==> src/rtl/apb_pkg.sv <==
// Shared APB definitions: requester FSM states, default bus widths and the
// peripheral's legal address limit used by the slave model and the benches.
package apb_pkg;

    typedef enum logic [1:0] {
        IDLE   = 2'd0,
        SETUP  = 2'd1,
        ACCESS = 2'd2
    } apb_state_e;

    localparam int ADDR_W_DEF     = 32;
    localparam int DATA_W_DEF     = 32;
    localparam int APB_ADDR_LIMIT = 1024;

endpackage

==> src/rtl/apb_wait_timer.sv <==
// Counts ACCESS wait states and flags the edge on which the limit is reached.
// A TIMEOUT of 0 keeps the counter running but never signals expiry.
module apb_wait_timer #(
    parameter int TIMEOUT = 16
) (
    input  logic pclk,
    input  logic presetn,
    input  logic clear,
    input  logic count_en,
    output logic expired
);

    localparam int CNT_W = (TIMEOUT < 1) ? 1 : $clog2(TIMEOUT + 1);
    localparam logic [CNT_W-1:0] LAST = (TIMEOUT < 1) ? '0 : CNT_W'(TIMEOUT - 1);

    logic [CNT_W-1:0] cnt_q;
    logic [CNT_W-1:0] cnt_d;

    always_comb begin
        cnt_d = cnt_q;
        if (clear) begin
            cnt_d = '0;
        end else if (count_en) begin
            cnt_d = cnt_q + CNT_W'(1);
        end
    end

    always_ff @(posedge pclk or negedge presetn) begin
        if (!presetn) begin
            cnt_q <= '0;
        end else begin
            cnt_q <= cnt_d;
        end
    end

    // Asserted on the wait edge that would bring the count up to TIMEOUT.
    assign expired = (TIMEOUT > 0) && count_en && (cnt_q == LAST);

endmodule

==> src/rtl/apb_master.sv <==
// APB requester: turns valid/ready commands into SETUP/ACCESS transfers and
// returns a one-cycle response strobe, aborting on a wait-state timeout.
module apb_master
    import apb_pkg::*;
#(
    parameter int ADDR_W  = ADDR_W_DEF,
    parameter int DATA_W  = DATA_W_DEF,
    parameter int TIMEOUT = 16
) (
    input  logic              pclk,
    input  logic              presetn,
    input  logic              cmd_valid,
    output logic              cmd_ready,
    input  logic              cmd_write,
    input  logic [ADDR_W-1:0] cmd_addr,
    input  logic [DATA_W-1:0] cmd_wdata,
    output logic              rsp_valid,
    output logic [DATA_W-1:0] rsp_rdata,
    output logic              rsp_err,
    output logic              rsp_timeout,
    output logic              pselx,
    output logic              penable,
    output logic              pwrite,
    output logic [ADDR_W-1:0] paddr,
    output logic [DATA_W-1:0] pwdata,
    input  logic              pready,
    input  logic [DATA_W-1:0] prdata,
    input  logic              pslverr
);

    apb_state_e        state_q, state_d;
    logic              pselx_q, pselx_d;
    logic              penable_q, penable_d;
    logic              pwrite_q, pwrite_d;
    logic [ADDR_W-1:0] paddr_q, paddr_d;
    logic [DATA_W-1:0] pwdata_q, pwdata_d;
    logic              rsp_valid_q, rsp_valid_d;
    logic [DATA_W-1:0] rsp_rdata_q, rsp_rdata_d;
    logic              rsp_err_q, rsp_err_d;
    logic              rsp_timeout_q, rsp_timeout_d;
    logic              timer_clear;
    logic              timer_en;
    logic              timer_expired;

    apb_wait_timer #(
        .TIMEOUT (TIMEOUT)
    ) u_wait_timer (
        .pclk     (pclk),
        .presetn  (presetn),
        .clear    (timer_clear),
        .count_en (timer_en),
        .expired  (timer_expired)
    );

    always_comb begin
        state_d       = state_q;
        pselx_d       = pselx_q;
        penable_d     = penable_q;
        pwrite_d      = pwrite_q;
        paddr_d       = paddr_q;
        pwdata_d      = pwdata_q;
        rsp_valid_d   = 1'b0;
        rsp_rdata_d   = rsp_rdata_q;
        rsp_err_d     = 1'b0;
        rsp_timeout_d = 1'b0;
        timer_clear   = 1'b0;
        timer_en      = 1'b0;

        case (state_q)
            IDLE: begin
                pselx_d   = 1'b0;
                penable_d = 1'b0;
                if (cmd_valid) begin
                    pwrite_d    = cmd_write;
                    paddr_d     = cmd_addr;
                    pwdata_d    = cmd_wdata;
                    pselx_d     = 1'b1;
                    timer_clear = 1'b1;
                    state_d     = SETUP;
                end
            end
            SETUP: begin
                penable_d = 1'b1;
                state_d   = ACCESS;
            end
            ACCESS: begin
                if (pready) begin
                    pselx_d     = 1'b0;
                    penable_d   = 1'b0;
                    rsp_valid_d = 1'b1;
                    rsp_err_d   = pslverr;
                    rsp_rdata_d = pwrite_q ? '0 : prdata;
                    state_d     = IDLE;
                end else begin
                    timer_en = 1'b1;
                    // Completion with pready takes priority, so expiry is only checked here.
                    if (timer_expired) begin
                        pselx_d       = 1'b0;
                        penable_d     = 1'b0;
                        rsp_valid_d   = 1'b1;
                        rsp_err_d     = 1'b1;
                        rsp_timeout_d = 1'b1;
                        rsp_rdata_d   = '0;
                        state_d       = IDLE;
                    end
                end
            end
            default: begin
                pselx_d   = 1'b0;
                penable_d = 1'b0;
                state_d   = IDLE;
            end
        endcase
    end

    always_ff @(posedge pclk or negedge presetn) begin
        if (!presetn) begin
            state_q       <= IDLE;
            pselx_q       <= 1'b0;
            penable_q     <= 1'b0;
            pwrite_q      <= 1'b0;
            paddr_q       <= '0;
            pwdata_q      <= '0;
            rsp_valid_q   <= 1'b0;
            rsp_rdata_q   <= '0;
            rsp_err_q     <= 1'b0;
            rsp_timeout_q <= 1'b0;
        end else begin
            state_q       <= state_d;
            pselx_q       <= pselx_d;
            penable_q     <= penable_d;
            pwrite_q      <= pwrite_d;
            paddr_q       <= paddr_d;
            pwdata_q      <= pwdata_d;
            rsp_valid_q   <= rsp_valid_d;
            rsp_rdata_q   <= rsp_rdata_d;
            rsp_err_q     <= rsp_err_d;
            rsp_timeout_q <= rsp_timeout_d;
        end
    end

    // Ready depends only on state, gated low while reset is held.
    assign cmd_ready   = presetn && (state_q == IDLE);
    assign pselx       = pselx_q;
    assign penable     = penable_q;
    assign pwrite      = pwrite_q;
    assign paddr       = paddr_q;
    assign pwdata      = pwdata_q;
    assign rsp_valid   = rsp_valid_q;
    assign rsp_rdata   = rsp_rdata_q;
    assign rsp_err     = rsp_err_q;
    assign rsp_timeout = rsp_timeout_q;

endmodule

==> config.mk <==
export PLATFORM = sky130hd
export DESIGN_NAME = apb_master
export DESIGN_NICKNAME = d
export VERILOG_FILES = /design/src/rtl/apb_pkg.sv /design/src/rtl/apb_wait_timer.sv /design/src/rtl/apb_master.sv
export SDC_FILE = /design/constraint.sdc
export NUM_CORES = 1
export LEC_CHECK = 0
export CAP_MARGIN = 20
export CORE_UTILIZATION = 36
export CTS_CLUSTER_SIZE = 25
export DETAILED_ROUTE_END_ITERATION = 7
export GPL_TIMING_DRIVEN = 0
export PLACE_DENSITY = 0.81
export SETUP_SLACK_MARGIN = 0.2
export SLEW_MARGIN = 30
export SYNTH_ARGS = -nofsm -noshare
export SYNTH_HDL_FRONTEND = slang
export SYNTH_HIERARCHICAL = 1
export SYNTH_SLANG_ARGS = --single-unit
==> constraint.sdc <==
create_clock -name pclk -period 2.1 [get_ports pclk]
set_input_delay 0.42 -clock pclk [delete_from_list [all_inputs] [get_ports pclk]]
set_output_delay 0.42 -clock pclk [all_outputs]
set_load 0.02 [all_outputs]
=== Word level (Yosys, flattened, before mapping) ===
Index checks and enable logic that the tools add are counted.

* Flip-flop bits (word level): 109
* Input port bits: 102
* Output and inout bits: 103
* Logic and storage cells: 51

* Add/subtract/negate cells: 1
* Equal/unequal tests: 5
* Muxes and demuxes: 24
* Bitwise operators: 1
* Reduce and logical (&&, ||, !) cells: 9

{| class="wikitable"
|+ Operator list
! operator !! number
|-
| $mux W32 || 3
|-
| $mux W1 || 13
|-
| $mux W5 || 2
|-
| $reduce_and A2 Y1 || 4
|-
| $mux W2 || 3
|-
| $pmux W2 S3 || 1
|-
| $add A5 B1 Y5 const B || 1
|-
| $eq A5 B4 Y1 const B || 1
|-
| $reduce_bool A2 Y1 || 2
|-
| $ne A3 B3 Y1 const B || 1
|-
| $pmux W1 S3 || 1
|-
| $eq A2 B1 Y1 const B || 1
|-
| $eq A2 B2 Y1 const B || 1
|-
| $logic_and A1 B1 Y1 || 2
|-
| $logic_not A2 Y1 || 1
|-
| $ne A2 B2 Y1 const B || 1
|-
| $pmux W1 S2 || 1
|-
| $not A1 Y1 || 1
|}

=== Logic depth before layout (Yosys ltp) ===
* Depth in word-level cells: 6
* Gate-level depth with buffers: 10
* Mapped depth without buffers: 7

=== Hierarchy ===
The synthesis kept the hierarchy.

{| class="wikitable"
|+ Modules (own cells, without submodules)
! module !! instances !! cells each !! area an instance (µm²) !! seq. area each (µm²)
|-
| apb_master || 1 || 306 || 4090.2 || 2602.5
|-
| apb_wait_timer || 1 || 24 || 285.3 || 125.1
|}

=== Worst setup path before layout ===
OpenSTA, ideal clock, no wires.

* Kind: register -> register
* Start: register state_q[0]
* End: register rsp_rdata_q[25] (netlist: rsp_rdata[25])
* Library setup time: 0.135 ns
* Arrival: 1.849 ns
* Required time: 1.965 ns
* Path slack: 0.116 ns
* Cell stages (with the launch flop): 11
* Path buffers: 4
* Clock period less this slack: 1.984 ns
* Cell sequence: dfrtp_1 nand2b_1 buf_2 nor2_1 buf_6 and2_1 nor2_1 buf_2 clkbuf_1 o21ai_0 o31ai_1

* Longest elaborated chain between the ends: 5

{| class="wikitable"
|+ Ends and longest elaborated chain
! element !! RTL line !! source
|-
| start, declared || apb_master.sv:31 || <nowiki>apb_state_e state_q, state_d;</nowiki>
|-
| start signal, assigned || apb_master.sv:129 || <nowiki>state_q <= state_d;</nowiki>
|-
| $eq A2 B2 Y1 || apb_master.sv:69 || <nowiki>case (state_q)</nowiki>
|-
| $mux W1 || apb_master.sv:69 ||
|-
| net timer_en || apb_master.sv:42 || <nowiki>logic timer_en;</nowiki>
|-
| $logic_and A1 B1 Y1 || apb_wait_timer.sv:37 || <nowiki>assign expired = (TIMEOUT > 0) && count_en && (cnt_q == LAST);</nowiki>
|-
| net timer_expired || apb_master.sv:43 || <nowiki>logic timer_expired;</nowiki>
|-
| $reduce_bool A2 Y1 (no source line) || -- ||
|-
| $reduce_and A2 Y1 (no source line) || -- ||
|-
| end signal, assigned || apb_master.sv:136 || <nowiki>rsp_rdata_q <= rsp_rdata_d;</nowiki>
|-
| end, declared || apb_master.sv:38 || <nowiki>logic [DATA_W-1:0] rsp_rdata_q, rsp_rdata_d;</nowiki>
|}

The timed path passes the listed nets, and every way through them passes these cells.
A chain may end at the register's enable or synchronous reset.

=== Worst setup path in the final report ===
* Start: register u_wait_timer.cnt_q[0]
* End: register penable_q (netlist: penable)

* Longest elaborated chain between the ends: 3

{| class="wikitable"
|+ Ends and longest elaborated chain
! element !! RTL line !! source
|-
| start, declared || apb_wait_timer.sv:16 || <nowiki>logic [CNT_W-1:0] cnt_q;</nowiki>
|-
| start signal, assigned || apb_wait_timer.sv:32 || <nowiki>cnt_q <= cnt_d;</nowiki>
|-
| $eq A5 B4 Y1 || apb_wait_timer.sv:37 ||
|-
| $logic_and A1 B1 Y1 || apb_wait_timer.sv:37 ||
|-
| net timer_expired || apb_master.sv:43 ||
|-
| $ne A3 B3 Y1 (no source line) || -- ||
|-
| end signal, assigned || apb_master.sv:131 || <nowiki>penable_q <= penable_d;</nowiki>
|-
| end, declared || apb_master.sv:33 || <nowiki>logic penable_q, penable_d;</nowiki>
|}

The timed path passes the listed nets, and every way through them passes these cells.

==> impl_metrics.toml <==
[final_layout]
register_area_mm2 = 0.00273
nFillCells = 910
layout_common_cells = "clkdlybuf4s50_1 (201), dfrtp_1 (108), mux2_2 (65)"
antenna_cells = 0
final_common_cell = "clkdlybuf4s50_1"
fin_nets = 658
syn2layout_area_growth_pct = 64.3
design_area_mm2 = 0.00719
multiInputGateArea_mm2 = 0.00159
drive_above_1_share_pct = 23.6

[timing]
slew_headroom_pct = 63.3
rsz0062_at_grt = "yes"
final-setup-viol-count = 0
slew_viol_final = 0
worstMarginPinSlew_ps = 551
fin_crit_ps = 1830
fmax_ghz = 0.547
fin_crit_sh_pct = 87.0
hold_viol_final = 0
hold_slack_ps = 17.7
tns_ps = 0
skew_ps = 9.44

[floorplan]
rows = 39
initial_core_util_pct = 37.7
die_area_mm2 = 0.0126
pin_count = 205
die-width_um = 112
fp.coreArea_mm2 = 0.0116
die_h_um = 112

[placed_design]
dpl_cell_area_mm2 = 0.00664
gp_congestion = 0.721
place_hpwl_um = 8280
port_buffers = 204

[setup_path]
crit_path_start_kind = "register"
crit_arrival_ps = 2080
cp.required_ps = 2350
crit_cells = 6
cp_common_cell = "ha_1"
cp_max_fo = 4
critical_path.endpoint = "penable$_DFFE_PN0P_"
critical_path.endpoint_type = "register"
r2r_start = "u_wait_timer/cnt_q[0]$_DFFE_PN0P_"
crit_type = "reg -> reg"
crit_chain = "ha_1 -> and3_1 -> ha_1 -> and2_4 -> o31ai_1 -> a21boi_0"
reg2regPathDepth = 6
cpPeakStageDelay_ps = 390
worst_path_dominant_cell_family = "compound AO/OA/AOI/OAI gates"
reg2reg_slack_ps = 270
slowest_stage = "o31ai_1"
r2r-end = "penable$_DFFE_PN0P_"
critPathBufInv = 0
startpoint = "u_wait_timer/cnt_q[0]$_DFFE_PN0P_"

[clocking]
root_buffer = "clkbuf_16"
cts-htree-levels = 3
cts_max_path_buffers = 2
cts_made_buffers = 9
cts_tree = "built"
clock-sinks = 109
clock_latency_ps = 340
clk_pin_slew_ps = 70

[power]
seq_power_share_pct = 33.7
irDropWorstVdd_uv = 683
power.leakage_nw = 2.98
p_sw_w = 0.00397
clkPwrFrac_pct = 15.0
powerDensity_mw_per_mm2 = 1510
p_comb_share_pct = 51.3
swShare_pct = 36.5
p_int_w = 0.00689

[synthesis]
syn-mean-instance-area_um2 = 13.3
syn_inst = 330
yosysWarnings = 6
yosysSeqAreaShare_pct = 62.3
syn_area_mm2 = 0.00438
synth_cell_types = 30
yosys_register_bits = 109
synth.net_count = 434

[detailed_routing]
vias = 3419
drc_errors = 20
drt-total-wl_um = 11400
drtIter0Drc = 173
detail_route.vias_per_cell = 4.87
final_antenna_net_count = 0
routedWlPerCell_um = 16.2
drt_first_pass_iters = 6

[hold_path]
hold_path.class = "in -> async"

[grt]
grt_pass1_wl_um = 18200
track_usage_pct = 18.2
grt_antenna_before_repair = 0
grt_max_degree = 52
grt_pass1_vias = 3602
grt_remaining_overflow = 0

[outcome]
outcome = "finished, violations left"
violations = "DRC"

[job]
cap_violations = 0
[power by group through the flow]
| stage | Combinational (W) | Sequential (W) | Clock [W] |
|---|---|---|---|
| detailed placement | 0.00540 | 0.00371 | 0 |
| global placement | 0.00531 | 0.00365 | 0 |
| CTS | 0.00552 | 0.00367 | 0.00168 |
| floorplan | 0.00155 | 0.00486 | 0 |
| finish | 0.00557 | 0.00366 | 0.00163 |
| global route | 0.00589 | 0.00381 | 0.00176 |
[worst min-delay path by stage]
stage	start	end	slack, ps
finish	presetn	rsp_rdata[15]$_DFFE_PN0P_	20
global placement	pselx$_DFFE_PN0P_	pselx$_DFFE_PN0P_	460
CTS	presetn	pwdata[12]$_DFFE_PN0P_	-50
detailed placement	presetn	pwdata[12]$_DFFE_PN0P_	390
global route	presetn	paddr[31]$_DFFE_PN0P_	10
floorplan	presetn	paddr[0]$_DFFE_PN0P_	120
[state kept, by name (all words and copies together), names as in the netlist]
name and flops:
state_q 2, u_wait_timer/cnt_q 5, rsp_valid 1, pselx 1, rsp_timeout 1, rsp_rdata 32, penable 1, paddr 32
pwrite 1, rsp_err 1, pwdata 32
[Yosys cell counts (all sizes together)]
cell type	number	area (µm²)
mux2	66	747
ha	2	25.0
nand2b	2	12.5
nand2	32	120
o31ai	33	248
and2b	1	7.51
a21boi	1	7.51
buf	16	108
a21bo	1	10.0
and2	2	12.5
a21o	1	7.51
nor2b	2	12.5
o21ai	32	160
mux2i	1	10.0
xnor2	1	8.76
nand3b	1	7.51
and3	1	6.26
a21oi	1	5.00
inv	1	3.75
nor3b	3	27.5
clkbuf	10	37.5
nand4	1	21.3
nor3	1	5.00
dfrtp	109	2730
nor2	8	30.0
a211oi	1	7.51
[repair_timing]
action                                  4_1_cts  5_1_grt
hold endpoints to repair                     49       49
setup buffers                                 3        1
cloned                                        1        1
gates resized for setup                      29       22
endpoints found under the setup margin       37       36
[area by class of cell]
type,count,area share (%)
inverters,1,0.0522
plain buffers,26,2.59
clock buffers,14,3.81
well taps,143,2.49
multi-input cells,194,22.1
flip-flops and latches,109,38.0
clock inverters,2,0.226
repair buffers,213,30.7
[worst register-to-register path: cells and delay by family (launching register included)]
kind                     cells  cell delay, ps
AO/OA/AOI/OAI                2             620
adder cells (fa/ha/maj)      2             400
flip-flops                   1             380
AND/OR/NAND/NOR              2             320
[per-stage QoR]
step,utilization (%),setup WS [ps],total power [W],std cells
after detailed placement,57.2,-480,0.00911,678
after global placement,56.9,-3750,0.00896,677
after global routing,61.9,152,0.0115,702
after floorplan,-,147,0.00641,330
after CTS,60.8,204,0.0109,698
final,61.9,272,0.0109,702
[routing by layer]
metal | wire length, µm | share of wire, % | track usage (%)
met2 | 5470 | 48 | 29.4
met3 | 983 | 8.7 | 4.70
met1 | 4790 | 42 | 24.1
met5 | 0 | 0 | 0
met4 | 114 | 1.0 | 5.87
[cell families (layout without fill, tap and decap cells)]
group                    Yosys count  count (layout)  share of synthesized area (%)
XOR/XNOR                           1               1                          0.200
multiplexers                      67              67                           17.3
AO/OA/AOI/OAI                     70              70                           10.2
AND/OR/NAND/NOR                   54              54                           6.01
buffers and inverters             27             256                           3.40
flip-flops                       109             109                           62.3
adder cells (fa/ha/maj)            2               2                          0.572
(Power assumes the default switching activity.)
